$ cat src/rtl/serial_adder_pkg.sv
// rtl/serial_adder_pkg.sv - shared state encoding and default width for the serial adder
//
// Purpose: holds the FSM state enumeration and the default operand width
//          shared by serial_adder and its bench.
// Contents:
//   DEFAULT_WIDTH - default operand/result width in bits
//   state_e       - IDLE / RUN / DONE controller states
package serial_adder_pkg;

  localparam int DEFAULT_WIDTH = 8;

  typedef enum logic [1:0] {
    ST_IDLE = 2'd0,
    ST_RUN  = 2'd1,
    ST_DONE = 2'd2
  } state_e;

endpackage

$ cat src/rtl/full_adder_bit.sv
// rtl/full_adder_bit.sv - single-bit combinational full adder
//
// Purpose: per-cycle bit arithmetic for the bit-serial adder.
// Ports:
//   a, b  - operand bits
//   cin   - carry in
//   s     - sum bit
//   cout  - carry out (majority of a, b, cin)
module full_adder_bit (
  input  logic a,
  input  logic b,
  input  logic cin,
  output logic s,
  output logic cout
);

  assign s    = a ^ b ^ cin;
  assign cout = (a & b) | (a & cin) | (b & cin);

endmodule

$ cat src/rtl/serial_adder.sv
// rtl/serial_adder.sv - bit-serial adder, LSB first, one bit per clock
//
// Purpose: adds two WIDTH-bit operands over WIDTH RUN cycles and presents
//          the result with a one-cycle done pulse.
// Ports:
//   clk   - clock, all state updates on the rising edge
//   rst   - synchronous active-high reset
//   start - begin an addition, sampled only in IDLE
//   a, b  - operands, captured on the edge that accepts start
//   busy  - high while in RUN
//   done  - one-cycle pulse, sum/cout valid
//   sum   - (a+b) mod 2^WIDTH, held until the next completed addition
//   cout  - carry out of bit WIDTH-1
module serial_adder
  import serial_adder_pkg::*;
#(
  parameter int WIDTH = DEFAULT_WIDTH
) (
  input  logic             clk,
  input  logic             rst,
  input  logic             start,
  input  logic [WIDTH-1:0] a,
  input  logic [WIDTH-1:0] b,
  output logic             busy,
  output logic             done,
  output logic [WIDTH-1:0] sum,
  output logic             cout
);

  localparam int CNT_W = (WIDTH > 2) ? $clog2(WIDTH) : 1;
  localparam logic [CNT_W-1:0] LAST_BIT = CNT_W'(WIDTH - 1);

  state_e           state_q, state_d;
  logic [WIDTH-1:0] a_sh_q, a_sh_d;
  logic [WIDTH-1:0] b_sh_q, b_sh_d;
  logic [WIDTH-1:0] res_q, res_d;
  logic [WIDTH-1:0] sum_q, sum_d;
  logic             cout_q, cout_d;
  logic             c_q, c_d;
  logic [CNT_W-1:0] cnt_q, cnt_d;

  logic fa_s, fa_c;

  full_adder_bit u_fa (
    .a    (a_sh_q[0]),
    .b    (b_sh_q[0]),
    .cin  (c_q),
    .s    (fa_s),
    .cout (fa_c)
  );

  always_comb begin
    state_d = state_q;
    a_sh_d  = a_sh_q;
    b_sh_d  = b_sh_q;
    res_d   = res_q;
    sum_d   = sum_q;
    cout_d  = cout_q;
    c_d     = c_q;
    cnt_d   = cnt_q;

    case (state_q)
      ST_IDLE: begin
        if (start) begin
          state_d = ST_RUN;
          a_sh_d  = a;
          b_sh_d  = b;
          res_d   = '0;
          c_d     = 1'b0;
          cnt_d   = '0;
        end
      end
      ST_RUN: begin
        a_sh_d = a_sh_q >> 1;
        b_sh_d = b_sh_q >> 1;
        c_d    = fa_c;
        // Each new bit enters at the MSB, so after WIDTH shifts bit 0 sits at index 0.
        res_d  = {fa_s, res_q[WIDTH-1:1]};
        cnt_d  = cnt_q + 1'b1;
        if (cnt_q == LAST_BIT) begin
          state_d = ST_DONE;
          // Visible outputs change only here; during RUN they keep the previous result.
          sum_d   = res_d;
          cout_d  = fa_c;
        end
      end
      ST_DONE: begin
        state_d = ST_IDLE;
      end
      default: begin
        state_d = ST_IDLE;
      end
    endcase
  end

  always_ff @(posedge clk) begin
    if (rst) begin
      state_q <= ST_IDLE;
      a_sh_q  <= '0;
      b_sh_q  <= '0;
      res_q   <= '0;
      sum_q   <= '0;
      cout_q  <= 1'b0;
      c_q     <= 1'b0;
      cnt_q   <= '0;
    end else begin
      state_q <= state_d;
      a_sh_q  <= a_sh_d;
      b_sh_q  <= b_sh_d;
      res_q   <= res_d;
      sum_q   <= sum_d;
      cout_q  <= cout_d;
      c_q     <= c_d;
      cnt_q   <= cnt_d;
    end
  end

  assign busy = (state_q == ST_RUN);
  assign done = (state_q == ST_DONE);
  assign sum  = sum_q;
  assign cout = cout_q;

endmodule

$ cat config.mk
export PLATFORM = sky130hd
export DESIGN_NAME = serial_adder
export DESIGN_NICKNAME = d
export VERILOG_FILES = /design/src/rtl/serial_adder_pkg.sv /design/src/rtl/full_adder_bit.sv /design/src/rtl/serial_adder.sv
export SDC_FILE = /design/constraint.sdc
export NUM_CORES = 1
export LEC_CHECK = 0
export ABC_AREA = 1
export CORE_UTILIZATION = 45
export DETAILED_ROUTE_END_ITERATION = 16
export GPL_TIMING_DRIVEN = 1
export PLACE_DENSITY_LB_ADDON = 0.15
export SLEW_MARGIN = 30
export SYNTH_ARGS = -nofsm -noshare
export SYNTH_HDL_FRONTEND = slang
export SYNTH_SLANG_ARGS = --single-unit
$ cat constraint.sdc
create_clock -name clk -period 1.22 [get_ports clk]
set_input_delay 0.244 -clock clk [delete_from_list [all_inputs] [get_ports clk]]
set_output_delay 0.244 -clock clk [all_outputs]
set_load 0.01 [all_outputs]
==> results of run 1 <==
## registers in the layout, indices dropped and copies added, names as in the netlist
signal / flops
cout: 1
b_sh_q: 8
state_q: 2
cnt_q: 3
a_sh_q: 8
res_q: 7
c_q: 1
sum: 8
## cell usage in the layout, fill, tap and decap left out, types with 2 or more instances in the layout
cell             netlist  routed
nor2_2                 1       3
inv_1                 28      27
a21oi_1               20      20
ha_4                   0       2
buf_12                 0       2
clkdlybuf4s50_1        0      18
buf_6                  4       2
nand3_1               53      46
nor2_1                12       9
clkinvlp_4             0       2
nand3_2                5      12
nand2_2                5       6
inv_4                  1       2
nand2_4                2       3
dfxtp_1               38      34
a21oi_2                5       5
dlygate4sd2_1          0       9
clkbuf_8               0       6
dfxtp_2                0       4
buf_2                  6       2
buf_4                  2      14
o21ai_0                2       2
nand2_1               40      38
## worst min-delay path, cell delays in order (launching register included)
cell	delay [ns]
dfxtp_1	0.32
nand3_2	0.06
nand2_1	0.04
## final cells by class
| type | instances | area, um^2 | share of cell area (%) |
|---|---|---|---|
| clock buffer | 6 | 82.6 | 3.47 |
| multi-input combinational | 150 | 880 | 36.9 |
| tap | 48 | 60.1 | 2.52 |
| inverter | 31 | 129 | 5.41 |
| sequential | 38 | 766 | 32.1 |
| timing repair buffer | 47 | 437 | 18.3 |
| clock inverter | 2 | 12.5 | 0.525 |
| timing repair inverter | 2 | 16.3 | 0.683 |
## repair_timing
item | 4_1_cts | 5_1_grt
gates cloned | 2 | 0
setup buffers | 1 | 0
gates resized for setup | 36 | 13
pin swaps | 1 | 9
endpoints found under the setup margin | 30 | 16
## routing by layer
metal  global-route usage [%]  vias to the layer above  part of all wire, %
li1                         -                      828                    -
met1                     29.2                      712                   52
met4                     8.15                        0                  1.5
met5                        0                        -                    0
met3                     5.81                        6                  3.8
met2                     29.0                       29                   42
## kinds of logic (layout without fill, tap and decap cells)
logic type	Yosys count	count (layout)	share of synthesized area, %
buf+inv	46	88	12.9
simple gates	119	119	33.0
fa+ha+maj	3	3	2.52
compound gates	28	28	9.02
flops	38	38	42.5
## power breakdown
| part | leakage [nW] | total, W | internal, W | switching [W] |
|---|---|---|---|---|
| registers | 0.311 | 0.00133 | 0.00129 | 0.0000357 |
| clock network | 0.0472 | 0.000903 | 0.000454 | 0.000449 |
| logic | 0.690 | 0.000414 | 0.000195 | 0.000219 |
| total | 1.05 | 0.00265 | 0.00194 | 0.000703 |
## how the worst min path moves through the flow
stage              from         to  slack (ns)
2_1_floorplan      a[7]  a_sh_q[7]        0.39
3_3_place_gp   res_q[2]     sum[1]        0.46
3_5_place_dp   res_q[2]     sum[1]        0.46
4_1_cts        res_q[5]     sum[4]        0.46
5_1_grt          sum[3]     sum[3]        0.48
6_report         sum[5]     sum[5]        0.45
## per-stage QoR
stage	instances	setup TNS [ns]	setup slack (ns)	utilization [%]	cell area [um^2]
CTS	324	-0.0213	-0.0213	62.3	2330
global placement	313	-3.96	-0.175	58.2	2180
detailed placement	313	-4.34	-0.183	58.2	2180
finish	324	-0.0251	-0.0212	63.6	2380
global route	324	-0.587	-0.0733	63.6	2380
floorplan	234	0	0.105	-	1790
==> metrics.md, run 1 <==
| Metric | Value |
|---|---|
| H-tree depth | `2` |
| Cells on worst reg2reg path | `8` |
| Largest net degree at the start of global routing | `18` |
| GRT Util Overall | `20.6%` |
| Port bufs | `29` |
| Clock Skews | `0.00826 ns` |
| Final ANT Viol Nets | `0` |
| Async set or reset register ratio after synthesis | `0%` |
| Count of different cell masters after synthesis | `23` |
| Core area | `0.00374 mm^2` |
| DP HPWL | `2520 um` |
| Initial antenna violation count | `0` |
| Hold Path Cell Cnt | `2` |
| Cell row count | `22` |
| Status | `finished, violations left` |
| Tightest Hold Check Type | `reg2reg` |
| CP Launch Type | `register` |
| Average size of a mapped cell | `7.65 um^2` |
| Worst stage delay on the critical path | `0.34 ns` |
| Most frequent cells after synthesis | `nand3_1, nand2_1, dfxtp_1` |
| Final period utilization | `102%` |
| Clock slew at reported path FFs | `0.07 ns` |
| Failing checks | `setup timing` |
| Area grow syn2layout | `33.1%` |
| Pwr Total | `0.00265 W` |
| Cell Pwr Density | `1110 mW/mm^2` |
| CTS sink count | `38` |
| P_leak | `1.05 nW` |
| Share of cells above drive strength 1 | `25.7%` |
| Worst-Margin Slew | `0.206 ns` |
| EDFF count, synth | `0` |
| DRT iter0 DRCs | `75` |
| Crit Reg-Reg Endpoint | `sum[0]` |
| CTS tree | `built` |
| Routability congestion estimate | `0.789` |
| Post-Syn Area | `0.00179 mm^2` |
| DRC Markers | `0` |
| Filler cells | `345` |
| Syn Inst Count | `234` |
| First-pass GRT wire length | `6520 um` |
| Stages on worst setup path | `4` |
| Die ar. | `0.00423 mm^2` |
| Antenna cell count | `0` |
| Max Freq | `0.806 GHz` |
| CTS root buf | `clkbuf_8` |
| Fin. max-slew vios | `0` |
| WP data required | `0.98 ns` |
| Min Hold Slack | `0.453 ns` |
| Yosys warns | `0` |
| Register area share after synthesis | `42.5%` |
| Worst R2R Start | `cnt_q[0]` |
| Kind of cell adding the most delay to the critical path | `flip-flops` |
| Critical setup path kind | `reg2out` |
| Vias in the first global route | `1399` |
| Gr ovfl total | `0` |
| First-pass iteration count of the detailed router | `4` |
| Min setup slack post-route | `-0.0212 ns` |
| Most frequent cell after synthesis | `nand3_1` |
| Max IR drop VDD | `0.000841 V` |
| Vias per inst | `4.86` |
| Inserted Clock Buffers | `5` |
| Synth top area cells | `dfxtp_1, nand3_1, nand2_1` |
| Worst-skew pair later-pin latency | `0.29 ns` |
| Hold Buf Count CTS | `0` |
| Ys flop type | `dfxtp_1` |
| Worst Path Arrival | `1.00 ns` |
| Clock buffer depth | `2` |
| Setup-failing EPs final | `3` |
| Routed wire length | `3850 um` |
| CP endpoint kind | `output port` |
| I/O pin total | `30` |
| Unrepaired setup endpoints after global routing | `yes` |
| Worst path slowest cell | `dfxtp_2` |
| Number of synthesized register bits | `38` |
| Critical Path Source | `state_q[1]` |
| Die width | `65.1 um` |
| Crit path buf inv count | `3` |
| Net count after synthesis | `256` |
| Crit-path cells | `inv_4 -> nand2_8 -> inv_1 -> buf_2` |
| Final Hold Vio Count | `0` |
| Initial Utilization | `47.8%` |
| Post-synth top area cell | `dfxtp_1` |
| MaxCap Viol Count | `0` |
| Worst setup path endpoint | `busy` |
| Slew Limit Headroom | `86.3%` |
| Synth top area share | `42.5%` |
| Worst Path Max Fanout | `5` |
| WL per Instance | `11.9 um` |
| Vias | `1575` |
| Min Tclk post-route | `1.24 ns` |
| Fin nets | `297` |
| Die span in y | `65.1 um` |
| R2r setup slk | `0 ns` |
Note: power is estimated with default switching activity, not from simulation.
==> run 2: changes to the inputs <==
--- a/config.mk
+++ b/config.mk
@@ -10,6 +10,7 @@
 export DETAILED_ROUTE_END_ITERATION = 16
 export GPL_TIMING_DRIVEN = 1
 export PLACE_DENSITY_LB_ADDON = 0.15
+export SKIP_CTS_REPAIR_TIMING = 1
 export SLEW_MARGIN = 30
 export SYNTH_ARGS = -nofsm -noshare
 export SYNTH_HDL_FRONTEND = slang
==> metrics.md, run 2 (synthesized netlist as in run 1, its figures left out) <==
| Metric | Value |
|---|---|
| Gr ovfl total | `0 (unchanged)` |
| GRT Util Overall | `19.6% (was 20.6%)` |
| Hold endpoint | `cout (was sum[5])` |
| CP endpoint kind | `output port (unchanged)` |
| Worst-skew pair later-pin latency | `0.29 ns (about the same)` |
| Dpl ws | `-0.183 ns (unchanged)` |
| Most common cell after layout, fill and taps aside | `nand3_1 (unchanged)` |
| Worst R2R Start | `cnt_q[1] (was cnt_q[0])` |
| Vias | `1568 (was 1575)` |
| Clock buffer depth | `2 (unchanged)` |
| Final Cell Area | `0.00245 mm^2 (was 0.00238 mm^2)` |
| Final ANT Viol Nets | `0 (unchanged)` |
| CTS tree | `built (unchanged)` |
| Setup TNS | `-0.0146 ns (was -0.0251 ns)` |
| CP Launch Type | `register (unchanged)` |
| Inserted Clock Buffers | `5 (unchanged)` |
| Antenna cell count | `0 (unchanged)` |
| Worst Path Arrival | `0.99 ns (was 1.00 ns)` |
| Tightest Hold Check Type | `reg2reg (unchanged)` |
| Vias in the first global route | `1371 (was 1399)` |
| Min setup slack post-route | `-0.0138 ns (was -0.0212 ns)` |
| DRC Markers | `0 (unchanged)` |
| Min Tclk post-route | `1.23 ns (was 1.24 ns)` |
| Max IR drop VDD | `0.000848 V (was 0.000841 V)` |
| CTS root buf | `clkbuf_8 (unchanged)` |
| Crit path buf inv count | `3 (unchanged)` |
| Failing checks | `setup timing (unchanged)` |
| Port bufs | `29 (unchanged)` |
| Commonest cells after routing, fill and taps aside | `nand3_1, nand2_1, dfxtp_1 (unchanged)` |
| Fin nets | `298 (was 297)` |
| Final Hold Vio Count | `0 (unchanged)` |
| Cells on worst reg2reg path | `8 (unchanged)` |
| Setup-failing EPs final | `2 (was 3)` |
| Net switching power | `0.000702 W (was 0.000703 W)` |
| CTS sink count | `38 (unchanged)` |
| Cell Pwr Density | `1090 mW/mm^2 (was 1110 mW/mm^2)` |
| Die span in y | `65.1 um (unchanged)` |
| Combinational share of power | `16.4% (was 15.6%)` |
| Max Freq | `0.810 GHz (was 0.806 GHz)` |
| Internal power | `0.00196 W (was 0.00194 W)` |
| Min Hold Slack | `0.467 ns (was 0.453 ns)` |
| Worst stage delay on the critical path | `0.36 ns (was 0.34 ns)` |
| Vias per inst | `4.82 (was 4.86)` |
| H-tree depth | `2 (unchanged)` |
| Clk network pwr share | `33.5% (was 34.1%)` |
| Critical setup path kind | `reg2out (unchanged)` |
| Fin. max-slew vios | `0 (unchanged)` |
| Largest net degree at the start of global routing | `18 (unchanged)` |
| Routed wire length | `3920 um (was 3850 um)` |
| DP HPWL | `2520 um (unchanged)` |
| Die width | `65.1 um (unchanged)` |
| Area grow syn2layout | `36.9% (was 33.1%)` |
| Core Util, Final | `65.4% (was 63.6%)` |
| Initial Utilization | `47.8% (unchanged)` |
| First-pass GRT wire length | `6210 um (was 6520 um)` |
| Unrepaired setup endpoints after global routing | `yes (unchanged)` |
| Clock Skews | `0.00526 ns (was 0.00826 ns)` |
| Status | `finished, violations left (unchanged)` |
| Initial antenna violation count | `0 (unchanged)` |
| Kind of cell adding the most delay to the critical path | `flip-flops (unchanged)` |
| Hold_sp | `cout (was sum[5])` |
| Die ar. | `0.00423 mm^2 (unchanged)` |
| First-pass iteration count of the detailed router | `4 (unchanged)` |
| Slew Limit Headroom | `82.7% (was 86.3%)` |
| Crit Reg-Reg Endpoint | `cout (was sum[0])` |
| Crit-path cells | `clkinv_4 -> nand2_8 -> inv_1 -> clkbuf_2 (was inv_4 -> nand2_8 -> inv_1 -> buf_2)` |
| Clock slew at reported path FFs | `0.07 ns (about the same)` |
| Core area | `0.00374 mm^2 (unchanged)` |
| DRT iter0 DRCs | `60 (was 75)` |
| Share of cells above drive strength 1 | `25.3% (was 25.7%)` |
| Switch share | `26.4% (was 26.6%)` |
| Worst Path Max Fanout | `4 (was 5)` |
| R2r setup slk | `0 ns (about the same)` |
| Cell row count | `22 (unchanged)` |
| WL per Instance | `12.1 um (was 11.9 um)` |
| Final period utilization | `101% (was 102%)` |
| Seq pwr share | `50.1% (was 50.3%)` |
| MaxCap Viol Count | `0 (unchanged)` |
| I/O pin total | `30 (unchanged)` |
| Worst path slowest cell | `dfxtp_2 (unchanged)` |
| WP data required | `0.98 ns (about the same)` |
| P_leak | `1.20 nW (was 1.05 nW)` |
| Hold Path Cell Cnt | `2 (unchanged)` |
| Post-DP Area | `0.00218 mm^2 (unchanged)` |
| Routability congestion estimate | `0.789 (unchanged)` |
| Worst-Margin Slew | `0.258 ns (was 0.206 ns)` |
[run 2: layer usage]
metal / up-vias / wire length [um] / global-route usage [%]
met4: 0 / 49 / 8.15
met3: 4 / 111 / 5.81
met1: 703 / 2000 / 26.6
met2: 25 / 1760 / 28.5
met5: - / 0 / 0
li1: 836 / - / -
[run 2: cell type report]
| class | instances | area (um^2) |
|---|---|---|
| clock buffer | 6 | 82.6 |
| clock inverter | 2 | 12.5 |
| fill | 337 | 1290 |
| multi-input combinational | 150 | 878 |
| timing repair buffer | 49 | 507 |
| tap | 48 | 60.1 |
| inverter | 31 | 131 |
| timing repair inverter | 1 | 7.51 |
| sequential | 38 | 769 |
[run 2: tightest hold or removal path, cell delays in order (launching register included)]
cell,delay [ns]
dfxtp_1,0.31
nand3_1,0.07
nand2_1,0.05
[run 2: power groups by stage]
stage	Combinational, W	Sequential, W	Clock, W
4_1_cts	0.000409	0.00133	0.000919
2_1_floorplan	0.000289	0.00134	0
6_report	0.000436	0.00133	0.000891
3_3_place_gp	0.000407	0.00135	0
3_5_place_dp	0.000407	0.00136	0
5_1_grt	0.000482	0.00134	0.000982
[run 2: worst max path at each step]
stage	slack, ns	end	from	depth (start not counted)
after floorplan	0.11	cout	cnt_q[0]	8
after global placement	-0.18	b_sh_q[7]	start	5
after detailed placement	-0.18	a_sh_q[4]	start	6
after CTS	-0.49	busy	state_q[0]	3
after global routing	-0.07	cout	cnt_q[1]	8
final	-0.01	busy	state_q[1]	4
[run 2: metrics by stage]
step                instances  power [W]
floorplan                 234    0.00163
global placement          313    0.00176
detailed placement        313    0.00176
CTS                       321    0.00265
global route              325    0.00280
finish                    325    0.00266
==> run 3: changes to the inputs <==
--- a/config.mk
+++ b/config.mk
@@ -7,11 +7,13 @@
 export LEC_CHECK = 0
 export ABC_AREA = 1
 export CORE_UTILIZATION = 45
+export CTS_CLUSTER_SIZE = 30
 export DETAILED_ROUTE_END_ITERATION = 16
-export GPL_TIMING_DRIVEN = 1
+export GPL_TIMING_DRIVEN = 0
 export PLACE_DENSITY_LB_ADDON = 0.15
 export SKIP_CTS_REPAIR_TIMING = 1
 export SLEW_MARGIN = 30
 export SYNTH_ARGS = -nofsm -noshare
 export SYNTH_HDL_FRONTEND = slang
+export SYNTH_HIERARCHICAL = 1
 export SYNTH_SLANG_ARGS = --single-unit
==> metrics.md, run 3 <==
| Metric | Value |
|---|---|
| Status | `finished, violations left (unchanged)` |
| Failing checks | `setup timing (unchanged)` |
| Hold endpoint | `res_q[3] (was cout)` |
| Ys flop type | `dfxtp_1 (unchanged)` |
| Antenna cell count | `0 (unchanged)` |
| Vias | `1695 (was 1568)` |
| Largest family of logic cells by synthesized area | `simple AND/OR/NAND/NOR gates (unchanged)` |
| Cells on worst reg2reg path | `8 (unchanged)` |
| Worst-skew pair later-pin latency | `0.29 ns (about the same)` |
| Clock slew at reported path FFs | `0.07 ns (about the same)` |
| Crit Reg-Reg Endpoint | `sum[7] (was cout)` |
| Vias in the first global route | `1455 (was 1371)` |
| Fin nets | `307 (was 298)` |
| Worst R2R Start | `cnt_q[1] (unchanged)` |
| Slew Limit Headroom | `79.0% (was 82.7%)` |
| Worst Path Max Fanout | `5 (was 4)` |
| H-tree depth | `2 (unchanged)` |
| Number of synthesized register bits | `38 (unchanged)` |
| Synth top area cells | `dfxtp_1, nand3_1, nand3_2 (was dfxtp_1, nand3_1, nand2_1)` |
| Share of cells above drive strength 1 | `37.2% (was 25.3%)` |
| Die ar. | `0.00455 mm^2 (was 0.00423 mm^2)` |
| Hold_sp | `rst (was cout)` |
| First-pass GRT wire length | `6560 um (was 6210 um)` |
| CTS root buf | `clkbuf_8 (unchanged)` |
| Gr ovfl total | `0 (unchanged)` |
| Worst-Margin Slew | `0.316 ns (was 0.258 ns)` |
| Post-Syn Area | `0.00193 mm^2 (was 0.00179 mm^2)` |
| CTS tree | `built (unchanged)` |
| Vias per inst | `5.06 (was 4.82)` |
| P_leak | `1.26 nW (was 1.20 nW)` |
| Fraction of the mapped netlist area in simple logic gates | `33.8% (was 33.0%)` |
| MaxCap Viol Count | `0 (unchanged)` |
| Min Tclk post-route | `1.42 ns (was 1.23 ns)` |
| I/O pin total | `30 (unchanged)` |
| Worst Path Arrival | `1.18 ns (was 0.99 ns)` |
| Most common cell after layout, fill and taps aside | `nand2_1 (was nand3_1)` |
| Final cell count without fillers | `335 (was 325)` |
| Final ANT Viol Nets | `0 (unchanged)` |
| R2r setup slk | `-0.03 ns (was 0 ns)` |
| Cell row count | `23 (was 22)` |
| Syn Inst Count | `233 (was 234)` |
| Clock buffer depth | `2 (unchanged)` |
| Port bufs | `28 (was 29)` |
| Final period utilization | `116% (was 101%)` |
| Most frequent cells after synthesis | `nand2_1, nand3_1, dfxtp_1 (was nand3_1, nand2_1, dfxtp_1)` |
| Routability congestion estimate | `0.765 (was 0.789)` |
| DRT iter0 DRCs | `70 (was 60)` |
| Max IR drop VDD | `0.000526 V (was 0.000848 V)` |
| Setup-failing EPs final | `9 (was 2)` |
| Die span in y | `67.5 um (was 65.1 um)` |
| Critical setup path kind | `reg2out (unchanged)` |
| Initial Utilization | `47.5% (was 47.8%)` |
| Clock Skews | `0.00401 ns (was 0.00526 ns)` |
| Inserted Clock Buffers | `5 (unchanged)` |
| Area grow syn2layout | `37.2% (was 36.9%)` |
| Cell Pwr Density | `1010 mW/mm^2 (was 1090 mW/mm^2)` |
| Net count after synthesis | `255 (was 256)` |
| EDFF count, synth | `0 (unchanged)` |
| Synth Area in Compound Gates | `11.3% (was 9.02%)` |
| Final Cell Area | `0.00265 mm^2 (was 0.00245 mm^2)` |
| Core area | `0.00406 mm^2 (was 0.00374 mm^2)` |
| Register area share after synthesis | `39.5% (was 42.5%)` |
| First-pass iteration count of the detailed router | `4 (unchanged)` |
| Min setup slack post-route | `-0.200 ns (was -0.0138 ns)` |
| XOR/XNOR Fraction of Synth Area | `0% (unchanged)` |
| Initial antenna violation count | `0 (unchanged)` |
| Unrepaired setup endpoints after global routing | `yes (unchanged)` |
| DRC Markers | `0 (unchanged)` |
| Fin. max-slew vios | `0 (unchanged)` |
| Multiplexer share of the synthesized area | `0% (unchanged)` |
| Most frequent cell after synthesis | `nand2_1 (was nand3_1)` |
| Largest net degree at the start of global routing | `12 (was 18)` |
| Setup TNS | `-0.428 ns (was -0.0146 ns)` |
| Routed wire length | `4490 um (was 3920 um)` |
| CTS sink count | `38 (unchanged)` |
| Post-synth top area cell | `dfxtp_1 (unchanged)` |
| CP endpoint kind | `output port (unchanged)` |
| Yosys warns | `6 (was 0)` |
| WL per Instance | `13.4 um (was 12.1 um)` |
| Max Freq | `0.704 GHz (was 0.810 GHz)` |
| Final Hold Vio Count | `0 (unchanged)` |
| DP HPWL | `2730 um (was 2520 um)` |
| Post-DP Area | `0.00227 mm^2 (was 0.00218 mm^2)` |
| Dpl ws | `-0.373 ns (was -0.183 ns)` |
| Placed Cells | `311 (was 313)` |
| CP Launch Type | `register (unchanged)` |
| WP data required | `0.98 ns (about the same)` |
| Count of different cell masters after synthesis | `22 (was 23)` |
| Async set or reset register ratio after synthesis | `0% (unchanged)` |
| GRT Util Overall | `19.8% (was 19.6%)` |
| Synth top area share | `39.5% (was 42.5%)` |
| Tightest Hold Check Type | `in2reg (was reg2reg)` |
| Min Hold Slack | `0.220 ns (was 0.467 ns)` |
| Die width | `67.5 um (was 65.1 um)` |
| Average size of a mapped cell | `8.28 um^2 (was 7.65 um^2)` |
| Commonest cells after routing, fill and taps aside | `nand2_1, nand3_1, dfxtp_1 (was nand3_1, nand2_1, dfxtp_1)` |
| Adder-Cell Fraction of Synth Area | `2.34% (was 2.52%)` |
| Hold Path Cell Cnt | `2 (unchanged)` |
## run 3: report_power, final
| group | internal [W] | switching, W |
|---|---|---|
| logic | 0.000259 | 0.000265 |
| clock network | 0.000383 | 0.000437 |
| registers | 0.00130 | 0.0000359 |
## run 3: area by class of cell
class	count	area, um^2
clock inverter	2	10.0
timing repair inverter	1	7.51
sequential	38	766
inverter	31	134
timing repair buffer	44	433
buffer	15	176
multi-input combinational	149	988
clock buffer	5	68.8
tap	50	62.6
fill	351	1410
## run 3: worst max path at each step
stage / from / to / depth (start not counted)
6_report: state_q[0] / busy / 5
3_5_place_dp: state_q[0] / busy / 5
5_1_grt: state_q[0] / busy / 5
4_1_cts: state_q[1] / busy / 5
3_3_place_gp: state_q[0] / busy / 5
2_1_floorplan: cnt_q[0] / cout / 8
## run 3: critical path, cell delays in order, from the launching register on
cell	delay, ns
dfxtp_2	0.33
buf_6	0.14
nand2_8	0.08
inv_4	0.09
buf_6	0.12
buf_2	0.13
## run 3: logic make-up after synthesis
group / Yosys count
AO/OA/AOI/OAI: 28
adder cells (fa/ha/maj): 3
buffers and inverters: 46
flip-flops: 38
AND/OR/NAND/NOR: 118
## run 3: routing by layer
metal | wire, um | share of wire [%] | GRT usage, %
met1 | 2090 | 47 | 24.7
met2 | 2160 | 48 | 31.6
met3 | 162 | 3.6 | 4.05
met4 | 78 | 1.7 | 11.2
met5 | 0 | 0 | 0
## run 3: metrics by stage
stage | power [W] | utilization [%]
2_1_floorplan | 0.00167 | -
3_3_place_gp | 0.00180 | 56.0
3_5_place_dp | 0.00180 | 56.0
4_1_cts | 0.00261 | 57.9
5_1_grt | 0.00279 | 65.2
6_report | 0.00268 | 65.2
